**config.mk**
```make
export PLATFORM = sky130hd
export DESIGN_NAME = program_counter_unit_flat
export DESIGN_NICKNAME = d
export VERILOG_FILES = /design/src/rtl/program_counter_unit_if.sv /design/src/rtl/program_counter_unit.sv /design/src/flat_wrapper.sv
export SDC_FILE = /design/constraint.sdc
export NUM_CORES = 1
export LEC_CHECK = 0
export CORE_MARGIN = 2
export CORE_UTILIZATION = 44
export CTS_BUF_LIST = sky130_fd_sc_hd__clkbuf_8
export CTS_CLUSTER_SIZE = 40
export DETAILED_ROUTE_END_ITERATION = 8
export GPL_TIMING_DRIVEN = 0
export PLACE_DENSITY = 0.95
export SLEW_MARGIN = 10
export SYNTH_ARGS = -nofsm -noshare
export SYNTH_HDL_FRONTEND = slang
export SYNTH_SLANG_ARGS = --single-unit
```
**constraint.sdc**
```tcl
create_clock -name i_clk -period 4.3 [get_ports i_clk]
set_input_delay 0.645 -clock i_clk [delete_from_list [all_inputs] [get_ports i_clk]]
set_output_delay 0.645 -clock i_clk [all_outputs]
set_load 0.01 [all_outputs]
```
**src/rtl/program_counter_unit_if.sv**
```systemverilog
// -----------------------------------------------------------------------------
// program_counter_unit_if
//   Signal bundle between the IF-stage PC unit and its surroundings: debug
//   unit, hazard unit, decode, the PC+4 adder and instruction memory.
//
//   master : the surroundings. Drive the requests and redirect inputs and
//            observe the PC and status outputs.
//   slave  : program_counter_unit. Consumes the requests and produces the
//            PC and status outputs.
//
//   Handshake: o_fetch_en acts as the "accept" strobe. It is high in any cycle
//   where the PC unit advances. In that cycle, the selected next-PC candidate
//   is consumed, and o_PC shows the new value after the next rising edge.
//   The redirect inputs (i_jr/i_jump/i_branch with their addresses) and
//   i_sum_pc are only looked at while o_fetch_en is high. Outside those
//   cycles, they are ignored and o_PC holds.
//
//   o_state is the FSM state, exposed for debug/observation
//   (0=IDLE, 1=RUN, 2=STEP, 3=HALTED).
// -----------------------------------------------------------------------------
interface program_counter_unit_if #(
    parameter int NBITS    = 32,
    parameter int CNT_BITS = 32
);
    logic                i_enable;
    logic                i_step;
    logic                i_stall;
    logic                i_halt;
    logic [NBITS-1:0]    i_sum_pc;
    logic                i_branch;
    logic [NBITS-1:0]    i_branch_addr;
    logic                i_jump;
    logic [NBITS-1:0]    i_jump_addr;
    logic                i_jr;
    logic [NBITS-1:0]    i_jr_addr;
    logic [NBITS-1:0]    o_PC;
    logic                o_fetch_en;
    logic                o_halted;
    logic                o_misaligned;
    logic [CNT_BITS-1:0] o_cycles;
    logic [1:0]          o_state;

    modport master (
        output i_enable, i_step, i_stall, i_halt, i_sum_pc,
               i_branch, i_branch_addr, i_jump, i_jump_addr, i_jr, i_jr_addr,
        input  o_PC, o_fetch_en, o_halted, o_misaligned, o_cycles, o_state
    );

    modport slave (
        input  i_enable, i_step, i_stall, i_halt, i_sum_pc,
               i_branch, i_branch_addr, i_jump, i_jump_addr, i_jr, i_jr_addr,
        output o_PC, o_fetch_en, o_halted, o_misaligned, o_cycles, o_state
    );
endinterface

```
**src/rtl/program_counter_unit.sv**
```systemverilog
// -----------------------------------------------------------------------------
// program_counter_unit
//   PC register and next-PC selection for the IF stage of the MIPS pipeline.
//   A small run-control FSM lets the debug unit run, single-step or freeze
//   the front end. Decode can also stop the front end for good with HALT.
//
//   Ports:
//     i_clk    : clock; all state updates happen on the rising edge
//     i_reset  : asynchronous, active-high reset
//     bus      : program_counter_unit_if.slave
//                requests : i_enable, i_step, i_stall, i_halt
//                next PC  : i_sum_pc, i_branch/_addr, i_jump/_addr, i_jr/_addr
//                outputs  : o_PC, o_fetch_en, o_halted, o_misaligned,
//                           o_cycles, o_state (debug view of the FSM)
//
//   Parameters:
//     NBITS    : PC / address width
//     CNT_BITS : width of the saturating active-cycle counter
//     RESET_PC : PC loaded on reset (word aligned)
// -----------------------------------------------------------------------------
module program_counter_unit #(
    parameter int               NBITS    = 32,
    parameter int               CNT_BITS = 32,
    parameter logic [NBITS-1:0] RESET_PC = '0
) (
    input  logic                  i_clk,
    input  logic                  i_reset,
    program_counter_unit_if.slave bus
);

    typedef enum logic [1:0] {
        S_IDLE   = 2'd0,
        S_RUN    = 2'd1,
        S_STEP   = 2'd2,
        S_HALTED = 2'd3
    } state_t;

    state_t              state;
    state_t              state_next;

    logic [NBITS-1:0]    pc;
    logic                misaligned;
    logic [CNT_BITS-1:0] cycles;

    logic                active;
    logic                advance;
    logic                redirect;
    logic [NBITS-1:0]    target;
    logic [NBITS-1:0]    pc_next;

    // -------------------------------------------------------------------------
    // Advance qualification.
    // HALT beats a stall: it blocks the advance just like a stall does, and
    // the FSM also moves to HALTED.
    // -------------------------------------------------------------------------
    always_comb begin
        active  = (state == S_RUN) || (state == S_STEP);
        advance = active && !bus.i_stall && !bus.i_halt;
    end

    // -------------------------------------------------------------------------
    // Next-PC selection. Priority order is jr > jump > branch > sequential.
    // The low two bits are always cleared, which keeps o_PC word aligned.
    // Only a redirect target can raise the misaligned flag. The adder output
    // is assumed aligned.
    // -------------------------------------------------------------------------
    always_comb begin
        redirect = 1'b1;
        target   = bus.i_sum_pc;
        if (bus.i_jr) begin
            target = bus.i_jr_addr;
        end else if (bus.i_jump) begin
            target = bus.i_jump_addr;
        end else if (bus.i_branch) begin
            target = bus.i_branch_addr;
        end else begin
            redirect = 1'b0;
        end
        pc_next = {target[NBITS-1:2], 2'b00};
    end

    // -------------------------------------------------------------------------
    // Run-control FSM: next state
    // -------------------------------------------------------------------------
    always_comb begin
        state_next = state;
        unique case (state)
            S_IDLE: begin
                // enable wins over step when both are requested
                if (bus.i_enable) begin
                    state_next = S_RUN;
                end else if (bus.i_step) begin
                    state_next = S_STEP;
                end
            end
            S_RUN: begin
                if (bus.i_halt) begin
                    state_next = S_HALTED;
                end else if (!bus.i_enable) begin
                    state_next = S_IDLE;
                end
            end
            S_STEP: begin
                // One instruction only. A stall holds us here until the
                // advance actually happens.
                if (bus.i_halt) begin
                    state_next = S_HALTED;
                end else if (advance) begin
                    state_next = S_IDLE;
                end
            end
            S_HALTED: begin
                // Only reset leaves HALTED.
                state_next = S_HALTED;
            end
            default: state_next = S_IDLE;
        endcase
    end

    // -------------------------------------------------------------------------
    // Run-control FSM: state register
    // -------------------------------------------------------------------------
    always_ff @(posedge i_clk or posedge i_reset) begin
        if (i_reset) begin
            state <= S_IDLE;
        end else begin
            state <= state_next;
        end
    end

    // -------------------------------------------------------------------------
    // PC register and misaligned-target pulse.
    // The misaligned flag is rewritten every cycle, so it is high for exactly
    // one cycle after the offending redirect.
    // -------------------------------------------------------------------------
    always_ff @(posedge i_clk or posedge i_reset) begin
        if (i_reset) begin
            pc         <= RESET_PC;
            misaligned <= 1'b0;
        end else begin
            misaligned <= advance && redirect && (target[1:0] != 2'b00);
            if (advance) begin
                pc <= pc_next;
            end
        end
    end

    // -------------------------------------------------------------------------
    // Active-cycle counter. It counts every RUN/STEP cycle, stalled cycles
    // included, and saturates at all-ones instead of wrapping.
    // -------------------------------------------------------------------------
    always_ff @(posedge i_clk or posedge i_reset) begin
        if (i_reset) begin
            cycles <= '0;
        end else if (active && (cycles != {CNT_BITS{1'b1}})) begin
            cycles <= cycles + CNT_BITS'(1);
        end
    end

    // -------------------------------------------------------------------------
    // Outputs
    // -------------------------------------------------------------------------
    always_comb begin
        bus.o_PC         = pc;
        bus.o_fetch_en   = advance;
        bus.o_halted     = (state == S_HALTED);
        bus.o_misaligned = misaligned;
        bus.o_cycles     = cycles;
        bus.o_state      = state;
    end

endmodule

```
**src/flat_wrapper.sv**
```systemverilog
// flat-port wrapper written by rule: the top's interface ports become plain ports
module program_counter_unit_flat 
#(
    parameter int               NBITS    = 32,
    parameter int               CNT_BITS = 32,
    parameter logic [NBITS-1:0] RESET_PC = '0
)
  (i_clk, i_reset, bus_i_enable, bus_i_step, bus_i_stall, bus_i_halt, bus_i_sum_pc, bus_i_branch, bus_i_branch_addr, bus_i_jump, bus_i_jump_addr, bus_i_jr, bus_i_jr_addr, bus_o_PC, bus_o_fetch_en, bus_o_halted, bus_o_misaligned, bus_o_cycles, bus_o_state);
  program_counter_unit_if #(.NBITS(NBITS), .CNT_BITS(CNT_BITS)) bus_i ();
  input  logic i_clk;
  input  logic i_reset;
  input wire logic [$bits(bus_i.i_enable)-1:0] bus_i_enable;
  input wire logic [$bits(bus_i.i_step)-1:0] bus_i_step;
  input wire logic [$bits(bus_i.i_stall)-1:0] bus_i_stall;
  input wire logic [$bits(bus_i.i_halt)-1:0] bus_i_halt;
  input wire logic [$bits(bus_i.i_sum_pc)-1:0] bus_i_sum_pc;
  input wire logic [$bits(bus_i.i_branch)-1:0] bus_i_branch;
  input wire logic [$bits(bus_i.i_branch_addr)-1:0] bus_i_branch_addr;
  input wire logic [$bits(bus_i.i_jump)-1:0] bus_i_jump;
  input wire logic [$bits(bus_i.i_jump_addr)-1:0] bus_i_jump_addr;
  input wire logic [$bits(bus_i.i_jr)-1:0] bus_i_jr;
  input wire logic [$bits(bus_i.i_jr_addr)-1:0] bus_i_jr_addr;
  output wire logic [$bits(bus_i.o_PC)-1:0] bus_o_PC;
  output wire logic [$bits(bus_i.o_fetch_en)-1:0] bus_o_fetch_en;
  output wire logic [$bits(bus_i.o_halted)-1:0] bus_o_halted;
  output wire logic [$bits(bus_i.o_misaligned)-1:0] bus_o_misaligned;
  output wire logic [$bits(bus_i.o_cycles)-1:0] bus_o_cycles;
  output wire logic [$bits(bus_i.o_state)-1:0] bus_o_state;
  assign bus_i.i_enable = bus_i_enable;
  assign bus_i.i_step = bus_i_step;
  assign bus_i.i_stall = bus_i_stall;
  assign bus_i.i_halt = bus_i_halt;
  assign bus_i.i_sum_pc = bus_i_sum_pc;
  assign bus_i.i_branch = bus_i_branch;
  assign bus_i.i_branch_addr = bus_i_branch_addr;
  assign bus_i.i_jump = bus_i_jump;
  assign bus_i.i_jump_addr = bus_i_jump_addr;
  assign bus_i.i_jr = bus_i_jr;
  assign bus_i.i_jr_addr = bus_i_jr_addr;
  assign bus_o_PC = bus_i.o_PC;
  assign bus_o_fetch_en = bus_i.o_fetch_en;
  assign bus_o_halted = bus_i.o_halted;
  assign bus_o_misaligned = bus_i.o_misaligned;
  assign bus_o_cycles = bus_i.o_cycles;
  assign bus_o_state = bus_i.o_state;
  program_counter_unit #(.NBITS(NBITS), .CNT_BITS(CNT_BITS), .RESET_PC(RESET_PC)) u_core (.i_clk(i_clk), .i_reset(i_reset), .bus(bus_i));
endmodule
```
==> out/summary.txt, run 1 <==
Status = complete, no violations
N_diodes = 0
EDFF count, synth = 0
Met1 usage = 0.352
Clk_lat worst skew = 0.34 ns
Critical path's slowest cell = clkdlybuf4s50_1
CTS root buf = clkbuf_8
Vias per cell = 5.42
Worst IR Drop VDD = 0.000363 V
Slew Viols, Final = 0
Total power = 2.68 mW
Final setup vio count = 0
DIE AREA = 9530 um2
Worst Path Buf+Inv = 3
Critical Path AT = 2.85 ns
CP Capture Type = output port
Pwr/cell area = 435 nW/um2
Core area = 8590 um2
GRT Overall Usage = 0.288
Io pins = 206
Chip width = 97.6 um
Critical Path, Cell by Cell = inv_1 > ha_1 > nand2b_1 > nor2_1 > clkbuf_1 > clkdlybuf4s50_1
Dpl cell area = 5990 um2
Grt met3 use = 0.0770
Area grow syn2layout = 59.5%
CP required = 3.65 ns
Crit-path max FO = 10
Post-Synthesis Cell Area = 3860 um2
Worst-Margin Slew = 0.816 ns
GPL Wtd Cong = 0.972
Pin count of the biggest net entering global routing = 66
Drt initial violations = 218
Drt drc = 0
Hold Path Class = reg2reg
Worst setup SP type = register
Final Util = 0.716
CTS Buffer Depth = 2
Reported max-cap violation count = 0
Placed wire-length estimate = 10700 um
Fin area = 6150 um2
Number of port buffers = 199
RSZ-0062 raised after global routing = false
Final Skew = 0.00835 ns
TritonCTS clock tree = built
Final hold violations = 0
Layout Nets = 760
CTS clk-pin slew, worst paths = 0.07 ns
PostCTS Resize Cnt = 0
Top cell family by delay on the critical path = buffers and inverters
Fin crit share = 0.813
Initial core utilization = 0.449
H-tree Lvls = 3
DR WL/cell = 18.9 um
TNS Setup = 0 ns
CTS hold repair buffers = 0
Commonest non-fill, non-tap cell in the layout = clkdlybuf4s50_1
First-pass GRT wire length = 21700 um
Max Freq = 0.286 GHz
WL final = 13800 um
Synth cell types = 43
Vias in the first global route = 4086
Gr busiest metal = met2
Fin crit period = 3.50 ns
Die Y = 97.6 um
Top_reg_cell synth = dfrtp_1
Postcts setup bufs = 0
Pre-antenna DRT Iters = 4
Num Clock Sinks = 65
Synth warn = 0
Rel. slew slack = 0.456
CTS Buf Count = 9
Register bit total from synthesis = 65
Leak pwr = 2.72 nW
Initial antenna violation count = 0
M2 GR Usage = 0.481
Synth Instances = 406
Mean post-synth cell area = 9.50 um2
Core Rows = 34
Share of cells above drive strength 1 = 0.0596
Critical path's largest stage delay = 0.63 ns
Antenna-violating nets left = 0
Vias = 3949
Most frequent cells in the layout = clkdlybuf4s50_1, dfrtp_1, mux2i_1
GRT Residual Overflow = 0
Post-synthesis sequential area ratio = 0.422
Kind of critical path = reg2out
Post-synth ARST share = 1.00
-- through the flow --
step                worst slack (ns)  hold slack (ns)  cells
finish                         0.804            0.510    729
global route                   0.696            0.548    729
CTS                            0.856            0.516    729
detailed placement             0.996            0.503    714
global placement               0.904            0.485    714
floorplan                       2.03            0.522    407
-- metal layers --
metal | part of all wire | routed length (um) | up-vias
met5 | 0 | 0 | -
met4 | 0.040 | 557 | 0
met3 | 0.078 | 1080 | 39
met2 | 0.48 | 6600 | 191
met1 | 0.40 | 5550 | 1880
li1 | - | - | 1839
-- worst register-to-register path: cells and delay by family, from the launching register on --
| kind | cells | cell delay (ns) |
|---|---|---|
| flops | 1 | 0.42 |
| buf+inv | 2 | 0.58 |
| simple gates | 3 | 0.64 |
| compound gates | 1 | 0.14 |
| fa+ha+maj | 1 | 0.37 |
-- area by class of cell --
| class | count | area, um2 |
|---|---|---|
| Clock inverter | 5 | 25.0 |
| Sequential cell | 65 | 1630 |
| Tap cell | 108 | 135 |
| Fill cell | 624 | 2440 |
| Inverter | 8 | 32.5 |
| Multi-Input combinational cell | 310 | 2090 |
| Buffer | 24 | 110 |
| Timing Repair Buffer | 199 | 1990 |
| Clock buffer | 10 | 138 |
-- cell usage after synthesis, types with 2 or more instances --
library cell  number  area share
nor3_2             3      0.0078
xor2_1            21       0.048
xnor2_1           10       0.023
inv_1              7      0.0068
nand3_1           14       0.018
and4_1             3      0.0068
nor2_1            39       0.038
a211oi_1           2      0.0039
clkbuf_1          17       0.017
nand4_1            8       0.013
buf_2              4      0.0052
buf_4              2      0.0039
nand2_1           42       0.041
ha_1               6       0.019
and3_1             6      0.0097
nor3_1             8       0.010
dfrtp_1           65        0.42
o21ai_0           33       0.043
mux2i_1           60        0.16
nor4_2             4       0.013
a21oi_1           30       0.039
-- cell families (layout without fill, tap and decap cells) --
logic type	after synthesis	in the layout	synth area share
xor gates and xnor gates	31	31	0.0704
other	1	2	0.000972
buffers and inverters	32	246	0.0363
AOI/OAI and AO/OA	72	72	0.106
and+or+nand+nor	138	138	0.187
muxes	61	61	0.159
adders and majority gates	6	6	0.0195
DFF	65	65	0.422
-- state kept, by name (all words and copies together), names as in the netlist --
name / count
u_core.bus.o_misaligned: 1
u_core.bus.o_cycles: 32
u_core.bus.o_PC: 30
u_core.bus.o_state: 2
-- path summary, 6_finish.rpt --
path                                                startpoint                                   to  slack [ns]  depth (start not counted)
max in group asynchronous                              i_reset   u_core.bus.o_cycles[2]$_DFFE_PP0P_        2.95                          2
min                        u_core.bus.o_cycles[10]$_DFFE_PP0P_  u_core.bus.o_cycles[10]$_DFFE_PP0P_        0.51                          1
min reg2reg                u_core.bus.o_cycles[10]$_DFFE_PP0P_  u_core.bus.o_cycles[10]$_DFFE_PP0P_        0.51                          1
min in group asynchronous                              i_reset  u_core.bus.o_cycles[10]$_DFFE_PP0P_        0.80                          2
max reg2reg                  u_core.bus.o_state[0]$_DFFE_PP0P_      u_core.bus.o_PC[26]$_DFFE_PP0P_        2.09                          7
max                          u_core.bus.o_state[0]$_DFFE_PP0P_                       bus_o_fetch_en        0.80                          6
-- report_power, final --
group	total [mW]	switching (mW)	internal [mW]
sequential	0.938	0.139	0.799
combinational	1.29	0.628	0.659
clock	0.452	0.237	0.216
Power figures use the tool's default switching activity.
==> run 2: changes to the inputs <==
--- a/config.mk
+++ b/config.mk
@@ -6,12 +6,12 @@
 export NUM_CORES = 1
 export LEC_CHECK = 0
 export CORE_MARGIN = 2
-export CORE_UTILIZATION = 44
+export CORE_UTILIZATION = 41
 export CTS_BUF_LIST = sky130_fd_sc_hd__clkbuf_8
 export CTS_CLUSTER_SIZE = 40
 export DETAILED_ROUTE_END_ITERATION = 8
 export GPL_TIMING_DRIVEN = 0
-export PLACE_DENSITY = 0.95
+export PLACE_DENSITY = 0.92
 export SLEW_MARGIN = 10
 export SYNTH_ARGS = -nofsm -noshare
 export SYNTH_HDL_FRONTEND = slang
==> constraint.sdc (replaced) <==
create_clock -name i_clk -period 3.5 [get_ports i_clk]
set_input_delay 0.525 -clock i_clk [delete_from_list [all_inputs] [get_ports i_clk]]
set_output_delay 0.525 -clock i_clk [all_outputs]
set_load 0.01 [all_outputs]
==> run 2 against run 1 <==
Effect of this change:
- routed wire length shrank 5.2%
- power rose by 22%
- clock-buffer cell count unchanged
- critical path depth unchanged
- first-iteration DRC count decreased by 34%
- sequential share of layout area about the same
==> out/summary.txt, run 2 (synthesis gave the netlist of run 1 again) <==
Reg2reg end = u_core.bus.o_cycles[30]$_DFFE_PP0P_
CP Capture Type = output port
Share of cells above drive strength 1 = 0.0628
GRT Residual Overflow = 0
Final Skew = 0.00962 ns
Critical path destination = bus_o_fetch_en
Pre-antenna DRT Iters = 4
GPL Wtd Cong = 0.941
DIE AREA = 10200 um2
Reported max-cap violation count = 0
Fin crit share = 0.920
Hold Path Class = reg2reg
Sw Pwr = 1.21 mW
Worst setup SP type = register
Crit-path max FO = 10
Initial core utilization = 0.419
Kind of critical path = reg2out
Clk_lat worst skew = 0.34 ns
Vias in the first global route = 4004
Core area = 9200 um2
RSZ-0062 raised after global routing = false
R2R cell count = 6
Reg2Reg Setup Slack = 1.26 ns
CTS hold repair buffers = 0
H-tree Lvls = 3
DR WL/cell = 17.9 um
Vias per cell = 5.33
Worst Setup SP = u_core.bus.o_state[0]$_DFFE_PP0P_
Leak pwr = 2.72 nW
Sequential power share = 0.350
Total power = 3.27 mW
Die Y = 101 um
Drt initial violations = 144
PostCTS Resize Cnt = 0
Drt drc = 0
Max Freq = 0.310 GHz
Fin Hold WS = 0.522 ns
TritonCTS clock tree = built
Status = complete, no violations
Comb pwr share = 0.484
Layout Nets = 760
Final setup vio count = 0
Critical Path AT = 2.70 ns
CTS Buffer Depth = 2
Internal = 2.06 mW
WL final = 13100 um
Commonest non-fill, non-tap cell in the layout = clkdlybuf4s50_1
Postcts setup bufs = 0
Vias = 3901
Clock share of power = 0.166
Rel. slew slack = 0.462
GRT Overall Usage = 0.249
Fin crit period = 3.22 ns
Worst IR Drop VDD = 0.000452 V
Placed wire-length estimate = 10300 um
Pin count of the biggest net entering global routing = 66
First-pass GRT wire length = 19800 um
Slew Viols, Final = 0
Worst-Margin Slew = 0.807 ns
Area grow syn2layout = 59.7%
Initial antenna violation count = 0
Final hold violations = 0
CP required = 2.97 ns
TNS Setup = 0 ns
Max reg flops = 32
CTS root buf = clkbuf_8
CTS Buf Count = 9
CTS clk-pin slew, worst paths = 0.07 ns
Antenna-violating nets left = 0
N_diodes = 0
Io pins = 206
Switching share of total power = 0.371
Pwr/cell area = 532 nW/um2
Core Rows = 35
Most frequent cells in the layout = clkdlybuf4s50_1, dfrtp_1, mux2i_1
Critical R2R Launch = u_core.bus.o_state[0]$_DFFE_PP0P_
Chip width = 101 um
Num Clock Sinks = 65
Number of port buffers = 199
-- run 2: changes by cell type in the layout (fill, tap and decap cells not counted), sizes merged --
cell / change
clkinv: +2
clkinvlp: -1
inv: -1
-- run 2: layer usage --
metal,up-vias,global-route usage,wire (um)
met5,-,0,0
met4,0,0.137,593
met3,46,0.0846,1150
met2,183,0.427,6430
met1,1834,0.269,4900
li1,1838,-,-
-- run 2: area by class of cell --
class                           instances  area (um2)
Buffer                                 24         110
Clock buffer                           10         138
Clock inverter                          5        23.8
Fill cell                             688        3040
Inverter                                8        32.5
Multi-Input combinational cell        310        2100
Sequential cell                        65        1630
Tap cell                              111         139
Timing Repair Buffer                  199        1990
-- run 2: worst min-delay path by stage --
stage / cells after the start / to / from / slack (ns)
after detailed placement: 1 / u_core.bus.o_cycles[26]$_DFFE_PP0P_ / u_core.bus.o_cycles[26]$_DFFE_PP0P_ / 0.51
after global routing: 1 / u_core.bus.o_cycles[19]$_DFFE_PP0P_ / u_core.bus.o_cycles[19]$_DFFE_PP0P_ / 0.55
final: 1 / u_core.bus.o_cycles[26]$_DFFE_PP0P_ / u_core.bus.o_cycles[26]$_DFFE_PP0P_ / 0.52
after CTS: 1 / u_core.bus.o_cycles[26]$_DFFE_PP0P_ / u_core.bus.o_cycles[26]$_DFFE_PP0P_ / 0.52
after floorplan: 1 / u_core.bus.o_cycles[31]$_DFFE_PP0P_ / u_core.bus.o_cycles[31]$_DFFE_PP0P_ / 0.52
after global placement: 1 / u_core.bus.o_cycles[31]$_DFFE_PP0P_ / u_core.bus.o_cycles[31]$_DFFE_PP0P_ / 0.49
-- run 2: critical path, cell delays in order, from the launching register on --
cell and delay, ns:
dfrtp_1 0.43, inv_1 0.11, ha_1 0.38, nand2b_1 0.12, nor2_2 0.30, clkbuf_1 0.40
clkdlybuf4s50_1 0.62
-- run 2: power by group through the flow --
stage                     clock network [mW]  registers (mW)  logic, mW
after floorplan                            0            1.24      0.640
after global placement                     0            1.14       1.52
after detailed placement                   0            1.16       1.59
after CTS                              0.556            1.14       1.59
after global routing                   0.593            1.17       1.71
final                                  0.542            1.15       1.59
-- run 2: metrics by stage --
| step | instance area [um2] | setup slack (ns) | utilization | instances |
|---|---|---|---|---|
| finish | 6160 | 0.279 | 0.670 | 732 |
| CTS | 6150 | 0.0887 | 0.669 | 732 |
| global route | 6160 | 0.0843 | 0.670 | 732 |
| global placement | 5990 | 0.289 | 0.651 | 717 |
| floorplan | 3860 | 1.35 | - | 407 |
| detailed placement | 5990 | 0.353 | 0.652 | 717 |
